File: config.mk
export PLATFORM = sky130hd
export DESIGN_NAME = divisor8bit
export DESIGN_NICKNAME = d
export VERILOG_FILES = /design/src/rtl/divisor8bit_pkg.sv /design/src/rtl/divisor8bit_subtrator.sv /design/src/rtl/divisor8bit.sv
export SDC_FILE = /design/constraint.sdc
export NUM_CORES = 1
export LEC_CHECK = 0
export CORE_MARGIN = 5
export CORE_UTILIZATION = 50
export DETAILED_ROUTE_END_ITERATION = 10
export GPL_ROUTABILITY_DRIVEN = 1
export PLACE_DENSITY_LB_ADDON = 0.25
export SLEW_MARGIN = 20
export SYNTH_ARGS = -nofsm -noshare
export SYNTH_HDL_FRONTEND = slang
export SYNTH_SLANG_ARGS = --single-unit
File: constraint.sdc
create_clock -name clk -period 6.1 [get_ports clk]
set_input_delay 0.61 -clock clk [delete_from_list [all_inputs] [get_ports clk]]
set_output_delay 0.61 -clock clk [all_outputs]
set_load 0.1 [all_outputs]
File: src/rtl/divisor8bit_pkg.sv
// Shared constants for the DIVU divider: default datapath width and FSM state encodings.
package divisor8bit_pkg;

    // Default operand width, also used by the ALU and the HI/LO register file.
    localparam int WIDTH_DEF = 8;

    // Divider control state encodings.
    localparam logic [1:0] ST_IDLE = 2'd0;
    localparam logic [1:0] ST_RUN  = 2'd1;
    localparam logic [1:0] ST_FIN  = 2'd2;

    typedef enum logic [1:0] {
        IDLE = ST_IDLE,
        RUN  = ST_RUN,
        FIN  = ST_FIN
    } div_state_e;

endpackage

File: src/rtl/divisor8bit_subtrator.sv
// Ripple subtractor: a - b computed as a + ~b + 1 through a chain of full-adder cells.
// borrow_n_o is the final carry-out; 1 means a >= b (no borrow).

// Single-bit full adder cell.
module somador1bit (
    input  logic a_i,
    input  logic b_i,
    input  logic cin_i,
    output logic s_o,
    output logic cout_o
);
    assign s_o    = a_i ^ b_i ^ cin_i;
    assign cout_o = (a_i & b_i) | (cin_i & (a_i ^ b_i));
endmodule

module subtrator #(
    parameter int W = 9
) (
    input  logic [W-1:0] a_i,
    input  logic [W-1:0] b_i,
    output logic [W-1:0] diff_o,
    output logic         borrow_n_o
);
    logic [W:0] c;

    assign c[0] = 1'b1;

    // One adder cell per bit with the subtrahend inverted.
    for (genvar i = 0; i < W; i++) begin : g_bit
        somador1bit u_fa (
            .a_i   (a_i[i]),
            .b_i   (~b_i[i]),
            .cin_i (c[i]),
            .s_o   (diff_o[i]),
            .cout_o(c[i+1])
        );
    end

    assign borrow_n_o = c[W];
endmodule

File: src/rtl/divisor8bit.sv
// Sequential unsigned restoring divider: one trial subtraction per clock,
// quotient/remainder/div_zero registered and held after a one-cycle done pulse.
module divisor8bit
    import divisor8bit_pkg::*;
#(
    parameter int WIDTH = WIDTH_DEF
) (
    input  logic             clk,
    input  logic             rst,
    input  logic             start,
    input  logic [WIDTH-1:0] dividend,
    input  logic [WIDTH-1:0] divisor,
    output logic             busy,
    output logic             done,
    output logic [WIDTH-1:0] quotient,
    output logic [WIDTH-1:0] remainder,
    output logic             div_zero
);
    localparam int            CW   = $clog2(WIDTH) + 1;
    localparam logic [CW-1:0] LAST = CW'(WIDTH - 1);

    div_state_e       state_q;
    logic [WIDTH:0]   rem_q, rem_d;
    logic [WIDTH-1:0] q_q, q_d;
    logic [WIDTH-1:0] dvsr_q;
    logic [CW-1:0]    cnt_q;
    logic             busy_q, done_q, dz_q;
    logic [WIDTH-1:0] quot_q, remd_q;

    logic [WIDTH:0]   trial;
    logic [WIDTH:0]   diff;
    logic             no_borrow;

    // The partial remainder never reaches bit WIDTH after a restoring step,
    // so its top bit only exists to hold the subtractor's full width.
    logic             unused_rem;
    assign unused_rem = rem_q[WIDTH];

    assign trial = {rem_q[WIDTH-1:0], q_q[WIDTH-1]};

    subtrator #(.W(WIDTH + 1)) u_sub (
        .a_i       (trial),
        .b_i       ({1'b0, dvsr_q}),
        .diff_o    (diff),
        .borrow_n_o(no_borrow)
    );

    // Restoring step: keep the difference only when it did not underflow.
    always_comb begin
        rem_d = no_borrow ? diff : trial;
        q_d   = {q_q[WIDTH-2:0], no_borrow};
    end

    // Control FSM, iteration counter, shift registers and registered outputs.
    always_ff @(posedge clk or posedge rst) begin
        if (rst) begin
            state_q <= IDLE;
            rem_q   <= '0;
            q_q     <= '0;
            dvsr_q  <= '0;
            cnt_q   <= '0;
            busy_q  <= 1'b0;
            done_q  <= 1'b0;
            dz_q    <= 1'b0;
            quot_q  <= '0;
            remd_q  <= '0;
        end else begin
            done_q <= 1'b0;
            case (state_q)
                IDLE: begin
                    if (start) begin
                        dvsr_q <= divisor;
                        q_q    <= dividend;
                        rem_q  <= '0;
                        cnt_q  <= '0;
                        dz_q   <= 1'b0;
                        if (divisor == '0) begin
                            // Divide-by-zero short-circuits straight to FIN.
                            quot_q  <= '1;
                            remd_q  <= dividend;
                            dz_q    <= 1'b1;
                            done_q  <= 1'b1;
                            state_q <= FIN;
                        end else begin
                            busy_q  <= 1'b1;
                            state_q <= RUN;
                        end
                    end
                end
                RUN: begin
                    rem_q <= rem_d;
                    q_q   <= q_d;
                    cnt_q <= cnt_q + CW'(1);
                    if (cnt_q == LAST) begin
                        quot_q  <= q_d;
                        remd_q  <= rem_d[WIDTH-1:0];
                        busy_q  <= 1'b0;
                        done_q  <= 1'b1;
                        state_q <= FIN;
                    end
                end
                FIN: state_q <= IDLE;
                default: begin
                    busy_q  <= 1'b0;
                    state_q <= IDLE;
                end
            endcase
        end
    end

    assign busy      = busy_q;
    assign done      = done_q;
    assign quotient  = quot_q;
    assign remainder = remd_q;
    assign div_zero  = dz_q;

endmodule

# Word-level counts from Yosys, hierarchy flattened
# Cells that the tools add are included.
# totals
register_bits	49
# classes
addsub	1
eq_ne	7
n_mux	27
bitwise	51
n_reduce_logical	8
# op_table
op	count
8-bit two-way mux	9
8-bit one-hot mux with 2 select lines	4
1-bit bitwise AND	16
1-bit bitwise XOR	15
1-bit inverter	11
1-bit OR	9
8-bit logical NOT	1
2-bit != test (second input constant)	4
4-bit one-hot mux with 2 select lines	1
4-bit AND reduction	2
1-bit two-way mux	6
2-bit two-way mux	3
2-bit AND reduction	3
4-bit by 1-bit adder with 4-bit output (second input constant)	1
4-bit by 3-bit equality test with 1-bit output (second input constant)	1
4-bit two-way mux	1
2-bit one-hot mux with 2 select lines	1
1-bit one-hot mux with 3 select lines	1
2-bit by 1-bit equality test with 1-bit output (second input constant)	1
2-bit equality test (second input constant)	1
2-bit logical NOT	1
1-bit one-hot mux with 2 select lines	1
2-bit nonzero test	1

# Logic depth before layout (Yosys ltp)
# logic_depth
ltp_word	22
depth_mapped	14
depth_no_buf	13

# Hierarchy
# From an unflattened synthesis, not the netlist that was laid out.
# unflattened
hier_cells	244
hier_area_um2	2393.5
# modules_own_cells
module	n_inst	cells_each	area_each_um2
divisor8bit	1	225	2175.8
somador1bit	9	1	20.0
subtrator	1	10	37.5

# Least setup slack after synthesis
# No wires, ideal clock.
# synth_path
path_kind	reg-to-reg
start	register dvsr_q[0]
end	register remd_q[3], in the netlist remainder[3]
setup_ps	79
arrival_time_ps	4176
slack_ps	1844
stages_incl_launch_ff	13
cell_sequence	dfrtp_1 -> ha_1 -> fa_1 -> fa_1 -> fa_1 -> fa_1 -> fa_1 -> fa_1 -> fa_1 -> nor3b_1 -> a211oi_1 -> a21oi_1 -> mux2i_1
# synth_via
elab_chain_len	22
elab_cells_between_ends	24
# synth_lines
item	line	text
from (decl)	divisor8bit.sv:25	logic [WIDTH-1:0] dvsr_q;
from (signal assigned)	divisor8bit.sv:72	dvsr_q <= divisor;
1-bit inverter *	divisor8bit_subtrator.sv:32	.b_i (~b_i[i]),
1-bit bitwise AND / 1-bit bitwise XOR (equally long branches)	divisor8bit_subtrator.sv:13	assign cout_o = (a_i & b_i) | (cin_i & (a_i ^ b_i));
1-bit OR *	divisor8bit_subtrator.sv:13	
1-bit bitwise AND *	divisor8bit_subtrator.sv:13	
1-bit OR *	divisor8bit_subtrator.sv:13	
1-bit bitwise AND *	divisor8bit_subtrator.sv:13	
1-bit OR *	divisor8bit_subtrator.sv:13	
1-bit bitwise AND	divisor8bit_subtrator.sv:13	
[... 6 more ...]	n/a	
1-bit OR	divisor8bit_subtrator.sv:13	
1-bit bitwise AND	divisor8bit_subtrator.sv:13	
1-bit OR	divisor8bit_subtrator.sv:13	
1-bit bitwise AND	divisor8bit_subtrator.sv:13	
1-bit OR	divisor8bit_subtrator.sv:13	
8-bit two-way mux *	divisor8bit.sv:50	rem_d = no_borrow ? diff : trial;
8-bit two-way mux *	divisor8bit.sv:94	if (cnt_q == LAST) begin
8-bit one-hot mux with 2 select lines *	divisor8bit.sv:69	case (state_q)
to (signal assigned)	divisor8bit.sv:80	remd_q <= dividend;
to (signal assigned)	divisor8bit.sv:96	remd_q <= rem_d[WIDTH-1:0];
to (decl)	divisor8bit.sv:28	logic [WIDTH-1:0] quot_q, remd_q;
# Mark *: on every way between the ends. The rest lies on a longest branch, timed or not. The select of a mux whose other input is x is not followed.
# A chain may end at the register's enable or synchronous reset.

# Worst setup path after layout
# layout_path
start	register dvsr_q[0]
end	register remd_q[4], in the netlist remainder[4]
# layout_via
elab_chain_len	22
elab_cells_between_ends	24
# layout_lines
item	line
1-bit inverter *	divisor8bit_subtrator.sv:32
1-bit bitwise AND / 1-bit bitwise XOR (equally long branches)	divisor8bit_subtrator.sv:13
1-bit OR *	divisor8bit_subtrator.sv:13
1-bit bitwise AND *	divisor8bit_subtrator.sv:13
1-bit OR *	divisor8bit_subtrator.sv:13
1-bit bitwise AND *	divisor8bit_subtrator.sv:13
1-bit OR *	divisor8bit_subtrator.sv:13
1-bit bitwise AND *	divisor8bit_subtrator.sv:13
[... 6 more ...]	n/a
1-bit OR	divisor8bit_subtrator.sv:13
1-bit bitwise AND	divisor8bit_subtrator.sv:13
1-bit OR	divisor8bit_subtrator.sv:13
1-bit bitwise AND	divisor8bit_subtrator.sv:13
1-bit OR	divisor8bit_subtrator.sv:13
8-bit two-way mux *	divisor8bit.sv:50
8-bit two-way mux *	divisor8bit.sv:94
8-bit one-hot mux with 2 select lines *	divisor8bit.sv:69
# Marks and branches as above.

==> flow_summary.json <==
{
  "hold_viol_final": 0,
  "synthDistinctLibCells": 37,
  "fin_worst_skew_ns": 0.00608,
  "crit_path_max_incr_delay_ns": 0.56,
  "first_pass_iters": 4,
  "setup_violations": 0,
  "cp.required_ns": 6.32,
  "clockRootBuffer": "clkbuf_8",
  "std_cell_rows": 25,
  "synth_largest_area_cell": "dfrtp_1",
  "viasPerCell": 5.46,
  "dpl.hpwl_um": 3320,
  "die_w_um": 78.8,
  "cts_hold_buf": 0,
  "drt_iter0_markers": 83,
  "drc": 0,
  "path_cells": "ha_1, fa_1, fa_1, fa_1, fa_1, fa_1, fa_1, fa_1, nor3b_1, a211oi_1, a21oi_1, mux2i_1",
  "period_share_pct": 75.5,
  "design_area_sq_um": 2850,
  "tightest_slew_ns": 0.974,
  "syn_area_sq_um": 2360,
  "cpMostUsedCell": "fa_1",
  "grt_usage_pct": 16.5,
  "grt_pass1_wl_um": 7970,
  "cts.sinks": 49,
  "ys_ff_latch": 49,
  "min_period_ns": 4.60,
  "initial_core_util_pct": 50.7,
  "slew_headroom_pct": 34.9,
  "cts_buffer_depth": 2,
  "synthCells": 212,
  "cts.repair.resized": 0,
  "wire_per_inst_um": 15.3,
  "first_global_vias": 1579,
  "endpoint_kind": "flip-flop",
  "ctsHtreeMaxLevel": 2,
  "cts_tree": "done",
  "coreArea_sq_um": 4660,
  "syn_nets": 240,
  "io_buffers": 37,
  "cts_made_buffers": 5,
  "arrival_ns": 4.82,
  "finalSetupTns_ns": 0,
  "path_buf_inv": 0,
  "slew_viol_final": 0,
  "area_growth_pct": 20.5,
  "path_class": "flip-flop to flip-flop",
  "crit_fanout": 9,
  "vias": 1649,
  "rsz0062_at_grt": "no",
  "grt_max_degree": 50,
  "fmax_mhz": 217,
  "chipHeight_um": 78.8,
  "crit_path_start_kind": "flip-flop",
  "design.portCount": 38,
  "yosysWarnings": 0,
  "synth_top_area_share_pct": 51.9,
  "post_cts_buffers": 0,
  "min-delay-path-class": "flip-flop to flip-flop",
  "place_area_sq_um": 2730,
  "wirelength_um": 4620,
  "ant_nets": 0,
  "critPathSlowestCell": "fa_1",
  "status": "finished, final reports clean",
  "clk_pin_slew_ns": 0.08,
  "cap_viol_max_count": 0,
  "final_nets": 275,
  "grt_antenna_before_repair": 0,
  "synth.area.top_cells": "dfrtp_1, nand2_1, fa_1",
  "n_antenna_cell": 0,
  "avgSynthCellArea_sq_um": 11.1,
  "gp_congestion": 0.847,
  "clk-insertion-delay-late_ns": 0.30,
  "grt-ovfl-total": 0,
  "ys_seq_area_share_pct": 51.9,
  "drive_gt1_share_pct": 8.06,
  "crit_family": "adder cells",
  "die-area_sq_um": 6200
}
per-stage QoR:
stage	hold WS [ns]	cells	worst slack (ns)	utilization (%)
5_1_grt	0.515	302	1.20	61.1
3_3_place_gp	0.469	294	1.57	58.6
3_5_place_dp	0.463	294	1.51	58.6
4_1_cts	0.496	302	1.47	61.1
6_report	0.491	302	1.50	61.1
2_1_floorplan	0.452	212	1.84	-
flip-flops by register name (all words and copies together) (netlist names):
register / cells
dvsr_q: 8
q_q: 8
quotient: 8
rem_q: 8
remainder: 8
cnt_q: 4
state_q: 2
busy: 1
div_zero: 1
done: 1
cells in the mapped netlist:
| library cell | instances |
|---|---|
| a211oi_1 | 8 |
| a21boi_0 | 1 |
| a21o_1 | 7 |
| a21oi_1 | 10 |
| a221o_1 | 1 |
| a22oi_1 | 6 |
| a31o_2 | 2 |
| and2b_4 | 1 |
| buf_12 | 1 |
| buf_2 | 4 |
| buf_4 | 1 |
| buf_6 | 2 |
| clkbuf_1 | 2 |
| dfrtp_1 | 49 |
| fa_1 | 7 |
| ha_1 | 2 |
| inv_1 | 18 |
| mux2_2 | 1 |
| mux2i_1 | 9 |
| nand2_1 | 44 |
| nand2_4 | 1 |
| nand2b_1 | 1 |
| nand2b_4 | 1 |
| nand3_1 | 1 |
| nand3_2 | 1 |
| nand3_4 | 1 |
| nand4_1 | 1 |
| nor2_1 | 3 |
| nor2b_1 | 1 |
| nor3_1 | 1 |
| nor3b_1 | 8 |
| nor3b_2 | 1 |
| nor4_4 | 2 |
| o21ai_0 | 3 |
| o22a_1 | 8 |
| or2_0 | 1 |
| xor2_1 | 1 |
layout by cell type (no fill, tap or decap), drive strengths merged, types with 3 or more instances in the layout:
master	instances
a211oi	8
nor3b	9
fa	7
nand2	45
a21oi	10
o22a	8
mux2i	9
o21ai	3
nand3	3
dfrtp	49
clkbuf	7
a21o	7
inv	17
nor2	3
clkdlybuf4s50	37
a22oi	6
logic make-up after synthesis:
logic type	share of synthesized area (%)
flops	51.9
mux	4.29
simple gates	16.5
xor+xnor	0.371
buf+inv	6.14
fa+ha+maj	6.99
compound gates	13.9
worst paths after layout:
check                                         from                  endpoint  slack [ns]  cells after the start
max reg2reg                  dvsr_q[0]$_DFFE_PP0P_  remainder[4]$_DFFE_PP0P_        1.50                     12
min                        quotient[6]$_DFFE_PP0P_   quotient[6]$_DFFE_PP0P_        0.49                      1
min reg2reg                quotient[6]$_DFFE_PP0P_   quotient[6]$_DFFE_PP0P_        0.49                      1
max in group asynchronous                      rst  remainder[5]$_DFFE_PP0P_        4.84                      2
max                          dvsr_q[0]$_DFFE_PP0P_  remainder[4]$_DFFE_PP0P_        1.50                     12
min in group asynchronous                      rst      cnt_q[2]$_DFFE_PP0P_        0.76                      2
final cells by class:
class | count | area, sq um
Clock buffer | 7 | 86.3
Clock inverter | 1 | 30.0
Fill cell | 374 | 1810
Inverter | 18 | 68.8
Multi-Input combinational cell | 135 | 992
Sequential cell | 49 | 1230
Tap cell | 54 | 67.6
Timing Repair Buffer | 38 | 378
per-layer routing:
metal	share of wire (%)	track usage, %	vias up
met2	44	24.5	52
met5	0	0	-
met3	5.8	4.20	11
met4	1.6	4.72	0
li1	-	-	785
met1	48	23.9	801
Power is left out: the tool's default activity adds up to more than one toggle a clock period on the data nets, which glitch-free logic cannot reach.
